### config.mk
export PLATFORM = sky130hd
export DESIGN_NAME = fc_in_stager
export DESIGN_NICKNAME = d
export VERILOG_FILES = /design/src/rtl/fc_in_stager.sv
export SDC_FILE = /design/constraint.sdc
export NUM_CORES = 1
export LEC_CHECK = 0
export CAP_MARGIN = 20
export CORE_AREA = 2 2 410 412
export CTS_BUF_LIST = sky130_fd_sc_hd__clkbuf_8
export DETAILED_ROUTE_END_ITERATION = 6
export DIE_AREA = 0 0 412 414
export PLACE_DENSITY = 0.46
export SKIP_LAST_GASP = 1
export SYNTH_ARGS = -nofsm -noshare
export SYNTH_HDL_FRONTEND = slang
export SYNTH_SLANG_ARGS = --single-unit
### constraint.sdc
create_clock -name clk -period 2.2 [get_ports clk]
set_input_delay 0.33 -clock clk [delete_from_list [all_inputs] [get_ports clk]]
set_output_delay 0.33 -clock clk [all_outputs]
set_load 0.03 [all_outputs]
### src/rtl/fc_in_stager.sv
// fc_in_stager: serial-to-parallel activation stager for the fully-connected layer.
// Collects IN activations from a valid/ready stream into x, then holds x
// steady through a settle window before raising x_valid and waiting for the
// consumer handshake.
module fc_in_stager #(
    parameter int WIDTH  = 8,
    parameter int IN     = 128,
    parameter int SETTLE = 2
) (
    input  logic             clk,
    input  logic             rst_n,
    input  logic             s_valid,
    input  logic [WIDTH-1:0] s_data,
    input  logic             s_last,
    output logic             s_ready,
    output logic [WIDTH-1:0] x [0:IN-1],
    output logic             x_valid,
    input  logic             x_ready,
    output logic             err_len
);

    typedef enum logic [1:0] {
        ST_FILL   = 2'd0,
        ST_SETTLE = 2'd1,
        ST_HOLD   = 2'd2
    } state_t;

    localparam int              CNT_W       = (IN > 1) ? $clog2(IN) : 1;
    localparam logic [CNT_W-1:0] LAST_IDX    = CNT_W'(IN - 1);
    localparam logic [7:0]       SETTLE_INIT = 8'(SETTLE);

    state_t           state_q, state_d;
    logic [CNT_W-1:0] cnt_q, cnt_d;
    logic [7:0]       settle_q, settle_d;
    logic [WIDTH-1:0] x_q [0:IN-1];
    logic [WIDTH-1:0] x_d [0:IN-1];
    logic             x_valid_q, x_valid_d;
    logic             err_len_q, err_len_d;

    // Ready is a pure decode of registered state so it never loops back through s_valid.
    assign s_ready = (state_q == ST_FILL);
    assign x_valid = x_valid_q;
    assign err_len = err_len_q;
    assign x       = x_q;

    // Next-state logic: fill on accepted beats, count down the settle window, wait for handshake.
    always_comb begin
        state_d   = state_q;
        cnt_d     = cnt_q;
        settle_d  = settle_q;
        x_d       = x_q;
        x_valid_d = x_valid_q;
        err_len_d = 1'b0;

        case (state_q)
            ST_FILL: begin
                if (s_valid) begin
                    x_d[cnt_q] = s_data;
                    if (cnt_q == LAST_IDX) begin
                        // Full vector: a missing s_last is flagged but the data is still used.
                        cnt_d     = '0;
                        settle_d  = SETTLE_INIT;
                        state_d   = ST_SETTLE;
                        err_len_d = ~s_last;
                    end else if (s_last) begin
                        // Short vector: restart from index 0, stale entries get overwritten later.
                        cnt_d     = '0;
                        err_len_d = 1'b1;
                    end else begin
                        cnt_d = cnt_q + 1'b1;
                    end
                end
            end

            ST_SETTLE: begin
                if (settle_q == 8'd0) begin
                    state_d   = ST_HOLD;
                    x_valid_d = 1'b1;
                end else begin
                    settle_d = settle_q - 8'd1;
                end
            end

            ST_HOLD: begin
                if (x_valid_q && x_ready) begin
                    state_d   = ST_FILL;
                    x_valid_d = 1'b0;
                end
            end

            default: begin
                state_d   = ST_FILL;
                x_valid_d = 1'b0;
            end
        endcase
    end

    // State, counters and the activation vector; reset clears everything including x.
    always_ff @(posedge clk or negedge rst_n) begin
        if (!rst_n) begin
            state_q   <= ST_FILL;
            cnt_q     <= '0;
            settle_q  <= 8'd0;
            x_valid_q <= 1'b0;
            err_len_q <= 1'b0;
            for (int i = 0; i < IN; i++) begin
                x_q[i] <= '0;
            end
        end else begin
            state_q   <= state_d;
            cnt_q     <= cnt_d;
            settle_q  <= settle_d;
            x_valid_q <= x_valid_d;
            err_len_q <= err_len_d;
            for (int i = 0; i < IN; i++) begin
                x_q[i] <= x_d[i];
            end
        end
    end

endmodule

==> summary.md, run 1 <==
| Metric | Value |
|---|---|
| P&R area growth vs syn | 50.56% |
| Max incr delay on CP | 420 ps |
| Compound-Gate Fraction of Synth Area | 0.4419% |
| Synth Flop Type | dfrtp_1 |
| Crit Path Max Fanout | 16 |
| CP Cell Sequence | or3b_4, or3_1, buf_12, nor2_2, buf_12, mux2_2 |
| CP endpoint kind | register |
| Max Clock Freq | roughly 0.45 GHz |
| Endpoints failing setup | 18 |
| Sequential cell area | 0.02611 mm2 |
| Fill cell count | 16593 |
| DRC violations left | 0 |
| Via Count | 26476 |
| Post-Synth XOR/XNOR Area | 0.1547% |
| Die ar. | 0.1706 mm2 |
| FP Rows | 150 |
| Vias in the first global route | 27733 |
| Die Y | about 410 um |
| Detailed Place HPWL | 119.5 mm |
| Simple-Gate Fraction of Synth Area | 2.926% |
| Final setup margin | -10.98 ps |
| Mapped Nets | 2480 |
| Tmin final | 2211 ps |
| Initial antenna violation count | 7 |
| WS Path Type | reg -> reg |
| Rel. slew slack | 54.84% |
| Worst Path Required | ~3000 ps |
| Place WS | -759.7 ps |
| Maxcap violations | 0 |
| WL final | ~170 mm |
| Synth cell types | 43 |
| Fin. Hold Viols | 0 |
| Post-synth EDFFs | 0 |
| Root buffer cell | clkbuf_8 |
| Post-Synthesis Cells | approximately 2500 |
| TritonCTS sink count | about 1000 |
| Adder-cell share of the synthesized area | 0.09469% |
| Gr ovfl total | 0 |
| Final nets | 3860 |
| Multi-input gate area | around 0.013 mm2 |
| Synth Register Bits | around 1000 |
| Initial DRC Count | 925 |
| Hold WC Path Type | in -> async |
| Pins over their slew limit | 0 |
| Crit-path slowest cell | or3b_4 |
| WP data arrival | 3010 ps |
| DR pass1 iterations | 4 |
| Startpoint types | register |
| Largest net degree at the start of global routing | 73 |
| CTS buffer count | 191 |
| Synth Area per Inst | 16.09 um2 |
| Ys async rst share | 100.0% |
| Final Util | 35.89% |
| Vias per std cell | about 4.3 |
| Largest family of logic cells by synthesized area | multiplexers |
| Ranking of synthesized cells by area | dfrtp_1 66%, mux2_2 27%, mux2_1 2.4% |
| Leak | 31.25 nW |
| CTS tree | built |
| Tot Pwr | around 0.040 W |
| Unrepaired setup endpoints after global routing | true |
| Cell type with the largest total area after synthesis | dfrtp_1 |
| Per-cell routed wire length | 26.70 um |
| I/O pins | 1040 |
| Core Box Area | 0.1663 mm2 |
| Status | complete, but fails checks |
| Post-synthesis sequential area ratio | 65.84% |
| Slew of the pin with the lowest slew margin | between 600 and 700 ps |
| Detail Route Antenna Nets | 0 |
| Post-Syn Area | 0.03964 mm2 |
| Total track usage | 19.15% |
| Clk_skew | 41.91 ps |
| Pwr Density | about 660 mW/mm2 |
| Failing checks | negative setup slack |
| First-pass GRT wire length | 230.2 mm |
| Clock Tree Buf Depth | 3 |
| Mux cell area share after synthesis | 29.11% |
| CP most frequent cell | buf_12 |
| Fin crit share | 100.5% |
| Worst-Skew Late Latency | between 900 and 1000 ps |
| Placer Congestion | 0.7622 |
| Starting Density | 23.84% |
| Share of the synthesized area in the top cell type | 65.84% |
| H-tree Lvls | 4 |
| Clock slew at reported path FFs | 60 ps |
| VDD IR max | 0.5738 mV |
| Die X | 412 um |
| Port Buffers | 1039 |
| Worst hold margin | 213.8 ps |
| Ys Warns | 0 |
| Fraction of layout cells with a size suffix above 1 | 46.64% |
-- worst max-delay path, delay by kind of cell, from the launching register on --
kind / cells / cell delay (ps)
buf+inv: 2 / 360
flops: 1 / 390
mux: 1 / 330
simple gates: 3 / 990
-- cell usage in the layout, fill, tap and decap left out, drive strengths merged, types with 6 or more instances in the layout --
| cell | Yosys | layout |
|---|---|---|
| clkdlybuf4s15 | 0 | 541 |
| mux2 | 1024 | 1024 |
| nor2b | 6 | 6 |
| clkbuf | 127 | 241 |
| dlygate4sd2 | 0 | 477 |
| o21ai | 6 | 6 |
| inv | 7 | 80 |
| dfrtp | 1043 | 1043 |
| clkinv | 0 | 16 |
| nor2 | 54 | 54 |
| nand2b | 7 | 7 |
| dlygate4sd3 | 0 | 11 |
| clkinvlp | 0 | 6 |
| nor3 | 13 | 13 |
| nand3 | 7 | 7 |
| nand2 | 114 | 114 |
| buf | 10 | 291 |
-- synthesized netlist by cell type, types with 2 or more instances --
cell       count
dfrtp_1     1043
mux2_2       938
clkbuf_1     127
nand2_1      104
mux2_1        86
nor2_1        22
nor2_2        17
nor2_4        15
nand2_2       10
nor3_1         8
buf_2          7
nand2b_1       7
nand3_1        7
inv_1          6
nor2b_1        6
o21ai_0        6
a21oi_1        5
nor3_2         5
nor4_1         4
o2bb2ai_1      4
or3_1          4
xnor2_1        4
a21o_1         3
ha_1           3
xor2_1         3
buf_4          2
nand4_1        2
-- per-stage QoR --
stage          cells  TNS [ps]  area, um2
3_3_place_gp    5833   -458450      55750
6_report        6194    -55.68      59690
4_1_cts         6182     -3445      59450
3_5_place_dp    5833   -461140      55750
5_1_grt         6191     -9624      59680
2_1_floorplan   2464    -449.0      39640
-- power by group --
part / switching [W] / leakage (nW) / internal (W)
combinational: 0.00132 / 14.7 / 0.000491
sequential: 0.0000634 / 14.4 / 0.0193
clock: 0.00857 / 2.19 / 0.00979
-- cell families (layout without fill, tap and decap cells) --
logic type	Yosys count	after routing
buf+inv	144	1666
other cells	0	4
fa+ha+maj	3	3
compound gates	23	23
flops	1043	1043
mux	1025	1025
xor+xnor	7	7
simple gates	219	219
-- routing by layer --
metal  part of all wire [%]  vias up  track usage [%]  routed length [um]
li1                       -    11497                -                   -
met1                     39    13944            21.87               63670
met2                     51      829            33.45               84090
met3                    7.8      206            6.407               12860
met4                    2.9        0            6.087                4758
met5                      0        -                0                   0
-- area by class of cell --
type | count | share of cell area, %
Antenna cell | 4 | 0.01677
Timing Repair Buffer | 1324 | 23.24
Tap cell | 2204 | 4.620
Clock inverter | 95 | 0.8050
Inverter | 7 | 0.04402
Clock buffer | 240 | 5.534
Multi-Input combinational cell | 1277 | 22.00
Sequential cell | 1043 | 43.74
-- timing repair --
action,CTS,global route
resized for setup,1889,49
endpoints found under the hold margin,1200,0
setup endpoints to repair,1126,435
pin swaps,1,5
gates cloned,1,1
setup buffers,2,9
hold buffers,11,0
-- flip-flops by register name (all words and copies together) (netlist names) --
signal and flops:
x 1024, settle_q 8, cnt_q 7, state_q 2
err_len 1, x_valid 1
-- worst paths after layout --
check | endpoint | startpoint | slack, ps | cells after the start
setup reg to reg | x[206]$_DFFE_PN0P_ | state_q[1]$_DFFE_PN0P_ | -10 | 6
max in group asynchronous | x[891]$_DFFE_PN0P_ | rst_n | 930 | 3
hold / removal | x[695]$_DFFE_PN0P_ | rst_n | 210 | 3
setup / recovery | x[206]$_DFFE_PN0P_ | state_q[1]$_DFFE_PN0P_ | -10 | 6
min in group clk | cnt_q[1]$_DFFE_PN0P_ | s_last | 270 | 2
hold reg to reg | x[852]$_DFFE_PN0P_ | x[852]$_DFFE_PN0P_ | 480 | 1
(Power assumes the default switching activity.)
==> run 2, diff against run 1 <==
--- a/config.mk
+++ b/config.mk
@@ -10,2 +10,3 @@
 export CTS_BUF_LIST = sky130_fd_sc_hd__clkbuf_8
+export CTS_CLUSTER_SIZE = 14
 export DETAILED_ROUTE_END_ITERATION = 6
==> constraint.sdc (replaced) <==
create_clock -name clk -period 2.2 [get_ports clk]
set_input_delay 0.66 -clock clk [delete_from_list [all_inputs] [get_ports clk]]
set_output_delay 0.66 -clock clk [all_outputs]
set_load 0.03 [all_outputs]
==> summary.md, run 2 (synthesis gave the netlist of run 1 again) <==
| Metric | Value |
|---|---|
| Status | complete, but fails checks |
| Failing checks | negative setup slack |
| Worst r2r src | state_q[0]$_DFFE_PN0P_ |
| VDD IR max | 0.5945 mV |
| Stages on the worst setup path | 3 |
| Setup slack, reg-to-reg | -140 ps |
| CTS tree | built |
| H-tree Lvls | 4 |
| Reg power frac | approximately half |
| Worst hold margin | 199.2 ps |
| Worst Path Required | 1540 ps |
| Via Count | 26707 |
| Rel. slew slack | 41.23% |
| Maxcap violations | 0 |
| Buf/Inv on CP | 2 |
| WS Path Type | reg -> out |
| Placer Congestion | 0.7476 |
| Core Box Area | 0.1663 mm2 |
| Max Clock Freq | 0.4212 GHz |
| Hold WC Path Type | in -> reg |
| Pwr Density | about 630 mW/mm2 |
| Fin crit share | 107.9% |
| Endpoints failing setup | about 440 |
| Largest net degree at the start of global routing | 93 |
| P&R area growth vs syn | 57.71% |
| Comb pwr share | 4.7% |
| FP Rows | 150 |
| Slew of the pin with the lowest slew margin | just under 900 ps |
| DR pass1 iterations | 4 |
| Hold depth | 2 |
| Worst setup path endpoint | s_ready |
| DRC violations left | 0 |
| CP Cell Sequence | buf_6, nor2_4, buf_12 |
| Per-cell routed wire length | 26.23 um |
| Leak | 31.94 nW |
| Detailed Place HPWL | between 100 and 150 mm |
| Commonest non-fill, non-tap cell in the layout | dfrtp_1 |
| Die Y | between 400 and 500 um |
| Detail Route Antenna Nets | 0 |
| CP endpoint kind | primary output |
| Clk_skew | 55.41 ps |
| WL final | 163.7 mm |
| CP startpoint | state_q[1]$_DFFE_PN0P_ |
| Max reg flops | ~1000 |
| Sw Ratio | 25.00% |
| Vias per std cell | 4.279 |
| Fraction of layout cells with a size suffix above 1 | 67.77% |
| Net Switching | 0.009848 W |
| I/O pins | 1040 |
| Total track usage | 18.56% |
| Tmin final | 2374 ps |
| Tot Pwr | 0.03940 W |
| Vias in the first global route | 27451 |
| Root buffer cell | clkbuf_8 |
| Clock Tree Buf Depth | 3 |
| DP Area | ~0.055 mm2 |
| First-pass GRT wire length | roughly 220 mm |
| WP data arrival | 1710 ps |
| TritonCTS sink count | 1043 |
| CP top delay family | flip-flops |
| Die X | slightly above 400 um |
| Max incr delay on CP | 390 ps |
| Final Cell Area | 0.06252 mm2 |
| Gr ovfl total | 0 |
| Initial DRC Count | 1195 |
| Pins over their slew limit | 0 |
| Die ar. | 0.1706 mm2 |
| Reg2reg path depth | 7 |
| Startpoint types | register |
| Final nets | 3912 |
| Unrepaired setup endpoints after global routing | true |
| Crit Path Max Fanout | 5 |
| CTS buffer count | 188 |
| Clock slew at reported path FFs | 60 ps |
| Crit-path slowest cell | dfrtp_1 |
| Reg-to-Reg End | x[520]$_DFFE_PN0P_ |
| Port Buffers | 1039 |
| Clk pwr share | 46.1% |
| Worst-Skew Late Latency | 960 ps |
| Fin. Hold Viols | 0 |
| Internal | 0.02955 W |
| Initial antenna violation count | 6 |
| Final setup margin | -174.1 ps |
| Starting Density | 23.84% |
| Commonest cells after routing, fill and taps aside | 1038 x dfrtp_1, 1034 x buf_6, 908 x mux2_2 |
-- run 2: through the flow --
stage	instances	setup TNS [ps]	setup WS, ps	utilization [%]
3_5_place_dp	5801	-853420	-1034	33.24
6_report	6242	-26190	-174.1	37.60
3_3_place_gp	5801	-860950	-1012	33.24
5_1_grt	6240	-137150	-344.0	37.60
2_1_floorplan	2464	-23180	-96.76	-
4_1_cts	6177	-189360	-370.0	36.00
-- run 2: power by group through the flow --
| stage | Clock [W] | Sequential (W) | Combinational [W] |
|---|---|---|---|
| after global placement | 0 | 0.0197 | 0.00186 |
| after CTS | 0.0189 | 0.0194 | 0.00187 |
| final | 0.0181 | 0.0194 | 0.00184 |
| after global routing | 0.0198 | 0.0194 | 0.00199 |
| after detailed placement | 0 | 0.0197 | 0.00185 |
| after floorplan | 0 | 0.0200 | 0.000324 |
-- run 2: layout make-up --
class	count	area (um2)
fillers	16135	103800
flip-flops and latches	1043	26110
repair buffers	1379	15870
multi-input cells	1277	14070
clock buffers	229	3152
well taps	2204	2758
clock inverters	95	526.8
inverters	7	26.28
diodes	8	20.02
-- run 2: worst min path at each step --
stage	from	endpoint	slack [ps]
5_1_grt	s_data[7]	x[575]$_DFFE_PN0P_	100
4_1_cts	s_data[7]	x[575]$_DFFE_PN0P_	30
3_3_place_gp	x[444]$_DFFE_PN0P_	x[444]$_DFFE_PN0P_	470
3_5_place_dp	x[318]$_DFFE_PN0P_	x[318]$_DFFE_PN0P_	480
2_1_floorplan	rst_n	cnt_q[0]$_DFFE_PN0P_	360
6_report	s_data[7]	x[71]$_DFFE_PN0P_	200
-- run 2: per-layer routing --
| metal | wire, um | track usage, % | up-vias |
|---|---|---|---|
| li1 | - | - | 11590 |
| met4 | 5609 | 6.625 | 0 |
| met5 | 0 | 0 | - |
| met2 | 80520 | 31.05 | 874 |
| met1 | 64630 | 21.60 | 13995 |
| met3 | 12980 | 6.946 | 248 |
-- run 2: timing repair --
item | in CTS | in global routing
setup buffers | 51 | 60
hold buffers | 1 | 0
gates cloned | 0 | 4
pin swaps | 0 | 14
hold endpoints to repair | 535 | 0
endpoints found under the setup margin | 1248 | 1926
resized for setup | 5329 | 2065
-- run 2: worst reg2reg max path, delay by kind of cell (launching register included) --
family,cells,cell delay (ps)
muxes,1,340
DFF,1,390
and+or+nand+nor,3,1020
buffers and inverters,3,500
==> run 3, diff against run 2 <==
==> constraint.sdc (replaced) <==
create_clock -name clk -period 2.2 [get_ports clk]
set_input_delay 0.22 -clock clk [delete_from_list [all_inputs] [get_ports clk]]
set_output_delay 0.22 -clock clk [all_outputs]
set_load 0.03 [all_outputs]
==> summary.md, run 3 (synthesis gave the netlist of run 1 again) <==
| Metric | Value |
|---|---|
| WP data arrival | 3030 ps |
| Clock Tree Buf Depth | 3 |
| Placer Congestion | between 0.7 and 0.8 |
| Hold WC Path Type | in -> async |
| Via Count | 26405 |
| Rel. slew slack | 46.91% |
| TritonCTS sink count | 1043 |
| DR pass1 iterations | 5 |
| Pwr Density | between 600 and 700 mW/mm2 |
| Die X | a little over 400 um |
| Endpoints failing setup | 19 |
| Leak | 33.26 nW |
| Pins over their slew limit | 0 |
| Max Clock Freq | between 0.4 and 0.5 GHz |
| Starting Density | 23.84% |
| CP startpoint | state_q[1]$_DFFE_PN0P_ |
| Detail Route Antenna Nets | 0 |
| Largest net degree at the start of global routing | 96 |
| Final Util | 35.34% |
| Crit Path Max Fanout | 8 |
| Status | complete, but fails checks |
| Slew of the pin with the lowest slew margin | roughly 800 ps |
| Max reg flops | 1024 |
| Failing checks | negative setup slack |
| Vias per std cell | between 4 and 5 |
| Port Buffers | 1039 |
| DRC violations left | 0 |
| Total track usage | 19.22% |
| Worst r2r src | state_q[1]$_DFFE_PN0P_ |
| Worst hold margin | 180.1 ps |
| Vias in the first global route | 28052 |
| Maxcap violations | 0 |
| Unrepaired setup endpoints after global routing | true |
| Final nets | 3862 |
| Gr ovfl total | 0 |
| Core Box Area | 0.1663 mm2 |
| Worst Path Required | 2990 ps |
| Final setup margin | -40.02 ps |
| Tmin final | 2240 ps |
| Setup TNS | -462.1 ps |
| WL final | 166.3 mm |
| Fraction of layout cells with a size suffix above 1 | 40.20% |
| Finished Layout Cells | 6183 |
| Fin. Hold Viols | 0 |
| Clock slew at reported path FFs | ~60 ps |
| Worst-Skew Late Latency | 960 ps |
| Initial DRC Count | about 1100 |
| DP Cell Count | 5837 |
| Commonest non-fill, non-tap cell in the layout | dfrtp_1 |
| Per-cell routed wire length | 26.90 um |
| I/O pins | ~1000 |
| FP Rows | 150 |
| Die Y | ~410 um |
| CTS tree | built |
| Detailed Place HPWL | 119.4 mm |
| Commonest cells after routing, fill and taps aside | 1038 x dfrtp_1, 1003 x dlygate4sd2_1, 938 x mux2_2 |
| First-pass GRT wire length | 230.5 mm |
| Die ar. | 0.1706 mm2 |
| CP endpoint kind | register |
| WS Path Type | reg -> reg |
| Clk_skew | 50.76 ps |
| H-tree Lvls | 4 |
| VDD IR max | roughly 0.55 mV |
| Root buffer cell | clkbuf_8 |
| Fin crit share | 101.8% |
| Initial antenna violation count | 10 |
| Startpoint types | register |
| P&R area growth vs syn | 48.22% |
| CTS buffer count | ~190 |
run 3: cell count changes in the layout (fill, tap and decap cells not counted), sizes merged:
cell and delta:
dlygate4sd2 +1003, clkdlybuf4s15 +20, clkdlybuf4s18 +2, clkbuf -11
inv +17, diode -4, dlygate4sd3 +10, clkinvlp -4
buf -1084, clkinv -6, bufinv -2
run 3: layout make-up:
class / count / area [um2]
diodes: 4 / 10.01
clock buffers: 220 / 3028
clock inverters: 100 / 513.0
fillers: 16768 / 107500
inverters: 7 / 26.28
multi-input cells: 1277 / 13410
flip-flops and latches: 1043 / 26110
well taps: 2204 / 2758
repair buffers: 1328 / 12910
run 3: report_power, final:
| part | internal, W | switching [W] |
|---|---|---|
| clock | 0.00917 | 0.00851 |
| sequential | 0.0193 | 0.0000596 |
| combinational | 0.000462 | 0.00133 |
run 3: final timing paths:
path                                              to  slack (ps)  cells after the start
worst max register to register    x[446]$_DFFE_PN0P_         -40                      9
worst max-delay path              x[446]$_DFFE_PN0P_         -40                      9
min in group clk                cnt_q[1]$_DFFE_PN0P_         270                      5
max in group asynchronous         x[866]$_DFFE_PN0P_        1360                      3
worst min register to register    x[698]$_DFFE_PN0P_         480                      1
worst min-delay path              x[747]$_DFFE_PN0P_         180                      3
run 3: metal layers:
layer / global-route usage (%) / vias to the layer above / share of wire [%]
li1: - / 11494 / -
met3: 6.438 / 258 / 7.3
met2: 32.33 / 862 / 49
met1: 22.18 / 13791 / 40
met5: 0 / - / 0
met4: 8.178 / 0 / 4.0
run 3: per-stage QoR:
step	total power (W)	setup WS (ps)	area [um2]
finish	0.03885	-40.02	58760
floorplan	0.02028	-18.71	39640
global route	0.04063	-97.55	58750
detailed placement	0.02165	-582.2	55700
global placement	0.02165	-589.1	55700
CTS	0.03967	-202.8	58350
run 3: critical path, stage by stage (launching register included):
cell and delay (ps):
dfrtp_1 380, or3b_4 420, buf_12 150, nor4_4 150, buf_6 150, buf_6 100, buf_16 200, buf_12 140
nand2_8 80, mux2_4 310
run 3: repair_timing:
item	4_1_cts	5_1_grt
pin swaps	1	6
cloned	1	1
hold buffers	12	0
setup endpoints to repair	1240	299
hold endpoints to repair	1508	0
buffers inserted	5	7
resized for setup	1093	87
